## src/rtl/led_ctrl_pkg.sv

```systemverilog
// Shared definitions for the LED snake-game controller: state encoding and LED bar width.
package led_ctrl_pkg;

  localparam int unsigned LED_W = 6;
  localparam int unsigned LEN_W = 3;

  typedef enum logic [1:0] {
    ST_IDLE = 2'd0,
    ST_PLAY = 2'd1,
    ST_WIN  = 2'd2,
    ST_LOSE = 2'd3
  } state_t;

endpackage

```

## src/rtl/led_ctrl_led.sv

```systemverilog
// Length-to-pattern decode: one LED goes dark for each food eaten, all dark at LED_W or more.
module led_ctrl_led
  import led_ctrl_pkg::*;
(
  input  logic [LEN_W-1:0] length,
  output logic [LED_W-1:0] pattern
);

  always_comb begin
    pattern = '0;
    if (32'(length) < LED_W) begin
      pattern = {LED_W{1'b1}} >> length;
    end
  end

endmodule

```

## src/rtl/led_ctrl.sv

```systemverilog
// Game controller: IDLE/PLAY/WIN/LOSE FSM with food counter and end-of-game blink timer.
module led_ctrl
  import led_ctrl_pkg::*;
#(
  parameter int unsigned MAX_LEN      = 6,
  parameter int unsigned BLINK_CYCLES = 25_000_000
) (
  input  logic             clk,
  input  logic             rst,
  input  logic             start,
  input  logic             eat,
  input  logic             hit,
  output logic [LEN_W-1:0] length,
  output logic [LED_W-1:0] led,
  output logic [1:0]       state,
  output logic             game_over
);

  localparam int unsigned CNT_W = (BLINK_CYCLES > 1) ? $clog2(BLINK_CYCLES) : 1;

  state_t             state_q, state_d;
  logic [LEN_W-1:0]   len_q, len_d;
  logic [CNT_W-1:0]   cnt_q, cnt_d;
  logic               phase_q, phase_d;
  logic [LED_W-1:0]   pattern;

  always_ff @(posedge clk or posedge rst) begin
    if (rst) begin
      state_q <= ST_IDLE;
      len_q   <= '0;
      cnt_q   <= '0;
      phase_q <= 1'b1;
    end else begin
      state_q <= state_d;
      len_q   <= len_d;
      cnt_q   <= cnt_d;
      phase_q <= phase_d;
    end
  end

  // Blink timer free-runs only in WIN/LOSE; entering either state restarts it at phase 1.
  always_comb begin
    state_d = state_q;
    len_d   = len_q;
    cnt_d   = '0;
    phase_d = 1'b1;
    unique case (state_q)
      ST_IDLE: begin
        if (start) begin
          state_d = ST_PLAY;
          len_d   = '0;
        end
      end
      ST_PLAY: begin
        if (hit) begin
          state_d = ST_LOSE;
        end else if (eat && (32'(len_q) < MAX_LEN)) begin
          len_d = LEN_W'(len_q + LEN_W'(1));
          if (32'(len_q) + 1 == MAX_LEN) begin
            state_d = ST_WIN;
          end
        end
      end
      ST_WIN, ST_LOSE: begin
        if (start) begin
          state_d = ST_PLAY;
          len_d   = '0;
        end else if (cnt_q == CNT_W'(BLINK_CYCLES - 1)) begin
          cnt_d   = '0;
          phase_d = ~phase_q;
        end else begin
          cnt_d   = CNT_W'(cnt_q + CNT_W'(1));
          phase_d = phase_q;
        end
      end
      default: state_d = ST_IDLE;
    endcase
  end

  led_ctrl_led u_decode (
    .length  (len_q),
    .pattern (pattern)
  );

  always_comb begin
    led = {LED_W{1'b1}};
    unique case (state_q)
      ST_IDLE: led = {LED_W{1'b1}};
      ST_PLAY: led = pattern;
      ST_WIN:  led = phase_q ? {LED_W{1'b1}} : '0;
      ST_LOSE: led = phase_q ? pattern : '0;
      default: led = {LED_W{1'b1}};
    endcase
  end

  assign length    = len_q;
  assign state     = state_q;
  assign game_over = (state_q == ST_WIN) || (state_q == ST_LOSE);

endmodule

```

## config.mk

```make
export PLATFORM = sky130hd
export DESIGN_NAME = led_ctrl
export DESIGN_NICKNAME = d
export VERILOG_FILES = /design/src/rtl/led_ctrl_pkg.sv /design/src/rtl/led_ctrl_led.sv /design/src/rtl/led_ctrl.sv
export SDC_FILE = /design/constraint.sdc
export NUM_CORES = 1
export LEC_CHECK = 0
export BUFFER_PORTS_ARGS = -buffer_cell sky130_fd_sc_hd__buf_2
export CAP_MARGIN = 20
export CORE_ASPECT_RATIO = 0.7
export CORE_MARGIN = 2
export CORE_UTILIZATION = 45
export DETAILED_ROUTE_END_ITERATION = 10
export GPL_TIMING_DRIVEN = 0
export HOLD_SLACK_MARGIN = 0.08
export PLACE_DENSITY_LB_ADDON = 0.12
export SLEW_MARGIN = 0
export SYNTH_ARGS = -nofsm -noshare
export SYNTH_HDL_FRONTEND = slang
export SYNTH_SLANG_ARGS = --single-unit
```

## constraint.sdc

```tcl
create_clock -name clk -period 2.25 [get_ports clk]
set_input_delay 0.45 -clock clk [delete_from_list [all_inputs] [get_ports clk]]
set_output_delay 0.45 -clock clk [all_outputs]
set_load 0.005 [all_outputs]
```

==> results of run 1 <==
flip-flops by register name, indices dropped and copies added, names as in the netlist:
name / cells
cnt_q: 25
length: 3
state: 2
phase_q: 1
cell type report:
cell class                 count  area (um^2)  area share, %
buffer                         5         23.8           1.22
clock buffer                   7         76.3           3.92
clock inverter                 1         5.00          0.257
inverter                      15         56.3           2.89
multi-input combinational    130          838           43.1
sequential                    31          777           39.9
tap                           50         62.6           3.21
timing repair buffer          17          108           5.53
power groups by stage:
stage	Sequential, W	Clock [W]	Combinational [W]
4_1_cts	0.000642	0.000427	0.000283
6_report	0.000641	0.000414	0.000280
2_1_floorplan	0.000646	0	0.000166
5_1_grt	0.000650	0.000454	0.000319
3_3_place_gp	0.000648	0	0.000271
3_5_place_dp	0.000651	0	0.000282
per-stage QoR:
stage / total power (W) / util, % / instances
CTS: 0.00135 / 54.6 / 256
finish: 0.00134 / 54.7 / 256
detailed placement: 0.000934 / 52.3 / 248
global route: 0.00142 / 54.7 / 256
global placement: 0.000919 / 51.5 / 247
floorplan: 0.000812 / - / 181
metal layers:
layer	GRT usage (%)	part of all wire [%]	routed length, um
met1	24.5	50	1750
met2	26.2	43	1520
met3	4.74	5.6	197
met4	6.12	0.77	27
met5	0	0	0
Yosys cell counts (5+ instances only):
library cell | n | area share [%]
a21oi_1 | 14 | 4.1
dfrtp_1 | 30 | 44
xnor2_1 | 9 | 4.7
nand2_1 | 10 | 2.2
inv_1 | 15 | 3.3
ha_1 | 5 | 3.7
nand3_1 | 9 | 2.7
or3_1 | 7 | 2.6
nor2_1 | 19 | 4.2
nand4_1 | 7 | 2.6
o21ai_0 | 8 | 2.4
timing repair:
action,CTS,global route
gates resized for setup,0,1
endpoints found under the setup margin,0,20
endpoints found under the hold margin,0,0
worst register-to-register path, cell delays in order (launching register included):
cell	delay (ns)
dfrtp_1	0.35
clkbuf_2	0.16
nor4_1	0.39
nand4_1	0.22
o21ai_2	0.34
buf_2	0.29
nor2_1	0.08
how the worst max path moves through the flow:
stage | start | to | depth (start not counted)
finish | cnt_q[7] | cnt_q[5] | 6
global route | cnt_q[7] | cnt_q[23] | 6
CTS | cnt_q[7] | cnt_q[5] | 6
detailed placement | cnt_q[7] | cnt_q[5] | 6
global placement | cnt_q[7] | cnt_q[3] | 6
floorplan | cnt_q[0] | cnt_q[14] | 5
placed cells by master, fill, tap and decap left out, types with 2 or more instances in the layout:
cell      count
a21oi_1      14
a31oi_1       2
and3_1        4
and4_1        4
buf_2        19
clkbuf_1      3
clkbuf_8      5
dfrtp_1      30
ha_1          5
inv_1        15
mux2_2        2
nand2_1      10
nand2b_1      2
nand3_1       9
nand4_1       7
nand4_2       3
nor2_1       19
nor3_1        3
o21ai_0       8
o31ai_1       4
or3_1         7
or4_1         4
xnor2_1       9
xor2_1        3
cell families after synthesis:
family | share of synthesized area [%]
xor+xnor | 6.21
compound gates | 11.3
fa+ha+maj | 3.70
mux | 1.92
simple gates | 26.2
buf+inv | 4.73
flops | 45.9
==> run metrics, run 1 <==
status=finished, final reports clean; FMAX=0.513 GHz; Synth Flop Type=dfrtp_1; family with the most delay on the worst path=simple AND/OR/NAND/NOR gates; Synth Cell Area=1690 um^2; 1st-iter DRT viols=79; unrepaired setup endpoints after global routing=no; Clock power frac=31.0%; Worst Path Arrival=2.11 ns; FF-to-FF Start=cnt_q[7]; Hold Vio Cnt, Final=0; critical-path cell list=clkbuf_2 -> nor4_1 -> nand4_1 -> o21ai_2 -> buf_2 -> nor2_1; final setup vio count=0; routed length per instance=13.6 um; crit path max fanout=10; r2r setup slk=0.30 ns; NetSw=0.000403 W; slowest CP cell=nor4_1; largest net degree at the start of global routing=25; ys async rst share=100%; required time worst endpoint=2.42 ns; Remaining DRCs=0; internal power=0.000933 W; Final Cell Area=1950 um^2; antenna violations before repair=0; Fillers=338; crit path launch type=register; die area=4270 um^2; iteration count of the initial detailed-routing pass=4; first-pass GRT wire length=6040 um; Slew HR=74.7%; Nets=215; Yosys reg bits=31; Horiz. Die Dim=77.3 um; Post-synth EDFFs=0; Core Area=3560 um^2; H-tree depth=2; Chip Height=55.3 um; io pins=17; area grow syn2layout=15.1%; Hold Path Class=in -> async; Final WS setup=0.301 ns; Sum Neg Setup Slack=0 ns; Vias=1423; WS Path Type=reg -> reg; Max stage delay on crit path=0.39 ns; Detailed Route WL=3490 um; layout cells sized above 1=17.5%; max-slew violations=0; Cell Area, Placed=1860 um^2; Avg Cell Area, Syn=9.35 um^2; n_diodes=0; net switching fraction of the power=30.2%; reg-to-reg endpoint=cnt_q[5]; global-route usage over all layers=17.5%; max_cap viols=0; Worst Tran Pin Value=0.376 ns; Post-Place Setup Slack=0.160 ns; worst vdd ir=539 uV; detailed placement HPWL=2600 um; hold_buf cts=0; static leakage=0.834 nW; syn_nets=191; post-synthesis sequential area ratio=45.9%; Min Clock Period, post-route=1.95 ns; clk sinks=31; CTS tree=done; clock-pin slew on the worst setup and hold paths=0.07 ns; Post-Synthesis Cells=181; Comb power frac=21.0%; number of global-route vias before repair=1368; Placer Congestion=0.834; Setup Skew=0.0108 ns; clk_lat worst skew=0.29 ns; GRT overflow=0; number of vias per cell=5.56; crit path buf inv count=2; worst reg2reg path depth=6; Inserted Clock Buffers=5; # port buffers=16; sequential power share=48.0%; synth unique cells=36; total of warnings raised by yosys=0; hold_ws=0.127 ns; root buf cell=clkbuf_8; Routed Antenna Nets=0; CP Capture Type=register; clock buffer depth=2; pwr dens=686 nW/um^2; Starting Density=47.5%; crit share post-route=86.6%; Cell Rows=18; Post-CTS Setup Inserts=0
(Power assumes the default switching activity.)
==> run 2: changes to the inputs <==
--- a/config.mk
+++ b/config.mk
@@ -17,4 +17,5 @@
 export SLEW_MARGIN = 0
 export SYNTH_ARGS = -nofsm -noshare
 export SYNTH_HDL_FRONTEND = slang
+export SYNTH_HIERARCHICAL = 1
 export SYNTH_SLANG_ARGS = --single-unit
==> run 2 against run 1 <==
Fmax fell by 7.1%. Global-route usage rose by 1.7 points. First-iteration DRC count rose by 32%. Design area rose by 2.8%. Clock power rose by 14%. Sequential share of layout area fell by 1.1 points. Clock skew fell by 0.0083 ns. Core utilization rose by 0.81 points. Die area rose by 2.1%. Critical endpoint is now cnt_q[12].
==> run metrics, run 2 <==
final setup vio count=0; critical-path cell list=ha_1 -> nand3_1 -> or4_4 -> o311ai_4 -> buf_6 -> nor2_1; multi-input logic area=861 um^2; clock buffer depth=2; detailed placement HPWL=2820 um; largest net degree at the start of global routing=20; Worst Tran Pin Value=0.564 ns; number of global-route vias before repair=1449; max reg flops=25; crit path buf inv count=1; Cell Rows=18; FF-to-FF Start=cnt_q[0]; global-route usage over all layers=19.2%; Total Power=0.00149 W; most common cell in the netlist=dfrtp_1; GRT overflow=0; FMAX=0.477 GHz; Routed Antenna Nets=0; layout cells sized above 1=16.3%; first-pass GRT wire length=6500 um; Core Area=3600 um^2; Nets=222; Post-Synthesis Cells=190; Min Clock Period, post-route=2.10 ns; reg-to-reg endpoint=cnt_q[12]; Synth Flop Type=dfrtp_1; worst vdd ir=514 uV; clock-pin slew on the worst setup and hold paths=0.06 ns; root buf cell=clkbuf_8; Yosys reg bits=31; routed length per instance=14.5 um; clk sinks=31; family with the most delay on the worst path=simple AND/OR/NAND/NOR gates; H-tree depth=2; commonest non-fill, non-tap cell in the layout=dfrtp_1; Avg Cell Area, Syn=9.11 um^2; pwr dens=745 nW/um^2; Register Area=777 um^2; status=finished, final reports clean; Post-synth EDFFs=0; Post-synth top cells=dfrtp_1 (30), nor2_1 (18), a21oi_1 (17); Detailed Route WL=3830 um; Synth Cell Area=1730 um^2; max-slew violations=0; Sum Neg Setup Slack=0 ns; io pins=17; 1st-iter DRT viols=104; WS Path Type=reg -> reg; Hold Vio Cnt, Final=0; Remaining DRCs=0; Post-CTS Setup Inserts=0; slowest CP cell=or4_4; Cell Area, Placed=1900 um^2; Final Cell Area=2000 um^2; unrepaired setup endpoints after global routing=no; n_diodes=0; synth unique cells=34; Slew HR=62.4%; most flop-heavy register=cnt_q; crit path launch type=register; # port buffers=16; clk_lat worst skew=0.28 ns; Hold Path Class=in -> async; total of warnings raised by yosys=6; crit path max fanout=10; number of vias per cell=5.60; Horiz. Die Dim=78.1 um; Worst Path Arrival=2.27 ns; Yosys top cell area share=43.4%; largest cells by area after synthesis=dfrtp_1 (43%), a21oi_1 (4.9%), nand3_1 (4.0%); commonest non-fill, non-tap cells in the layout=dfrtp_1 (30), buf_2 (18), nor2_1 (18); Inserted Clock Buffers=5; syn_nets=198; CP Capture Type=register; Starting Density=48.0%; Vias=1485; Fillers=328; Max stage delay on crit path=0.48 ns; cell taking the most area after synthesis=dfrtp_1; Placer Congestion=0.791; worst reg2reg path depth=6; ys async rst share=100%; Final WS setup=0.152 ns; iteration count of the initial detailed-routing pass=4; static leakage=0.833 nW; antenna violations before repair=0; die area=4370 um^2; post-synthesis sequential area ratio=44.9%; required time worst endpoint=2.42 ns; Setup Skew=0.00248 ns; CTS tree=done; area grow syn2layout=15.6%; r2r setup slk=0.15 ns; final core utilization=55.5%; Post-Place Setup Slack=0.190 ns; Chip Height=55.9 um; Post-CTS Resized=0; max_cap viols=0; hold_buf cts=0; crit share post-route=93.2%
==> run 2: cell types whose count changed after synthesis, moves of 3 or more <==
cell     delta
nand2_1     +3
a21oi_1     +3
xnor2_1     -4
xor2_1      +5
nor4_1      +3
nand4_2     -3
nand3_1     +5
nor3_1      -3
==> run 2: where the power goes <==
part           total [W]  switching, W  internal, W
logic           0.000346      0.000176     0.000170
registers       0.000672     0.0000813     0.000590
clock network   0.000473      0.000195     0.000279
==> run 2: per-stage QoR <==
step / hold slack (ns) / instances
2_1_floorplan: 0.422 / 190
3_3_place_gp: 0.435 / 256
3_5_place_dp: 0.443 / 257
4_1_cts: 0.221 / 265
5_1_grt: 0.252 / 265
6_report: 0.214 / 265
==> run 2: worst max-delay path by stage <==
stage	slack [ns]	startpoint	end	depth (start not counted)
6_report	0.15	cnt_q[0]	cnt_q[12]	6
4_1_cts	0.18	cnt_q[0]	cnt_q[12]	6
3_3_place_gp	0.23	cnt_q[0]	cnt_q[20]	6
2_1_floorplan	0.41	cnt_q[0]	cnt_q[20]	6
3_5_place_dp	0.19	cnt_q[0]	cnt_q[21]	6
5_1_grt	0.05	cnt_q[0]	cnt_q[8]	6
==> run 2: kinds of logic after synthesis <==
group	synth area share [%]
flip-flops	44.9
XOR/XNOR	6.58
adder cells (fa/ha/maj)	2.17
AO/OA/AOI/OAI	13.5
AND/OR/NAND/NOR	27.5
buffers and inverters	5.35
==> run 2: final cells by class <==
type,instances,share of cell area (%)
tap,50,3.13
clock buffer,8,5.00
buffer,7,2.19
timing repair buffer,17,5.38
sequential,31,38.8
inverter,13,2.44
multi-input combinational,139,43.0
==> run 2: layer usage <==
| layer | vias up | GRT usage [%] | wire length, um |
|---|---|---|---|
| met1 | 722 | 26.2 | 1910 |
| li1 | 732 | - | - |
| met2 | 25 | 29.6 | 1720 |
| met3 | 6 | 4.87 | 146 |
| met4 | 0 | 7.02 | 54 |
| met5 | - | 0 | 0 |
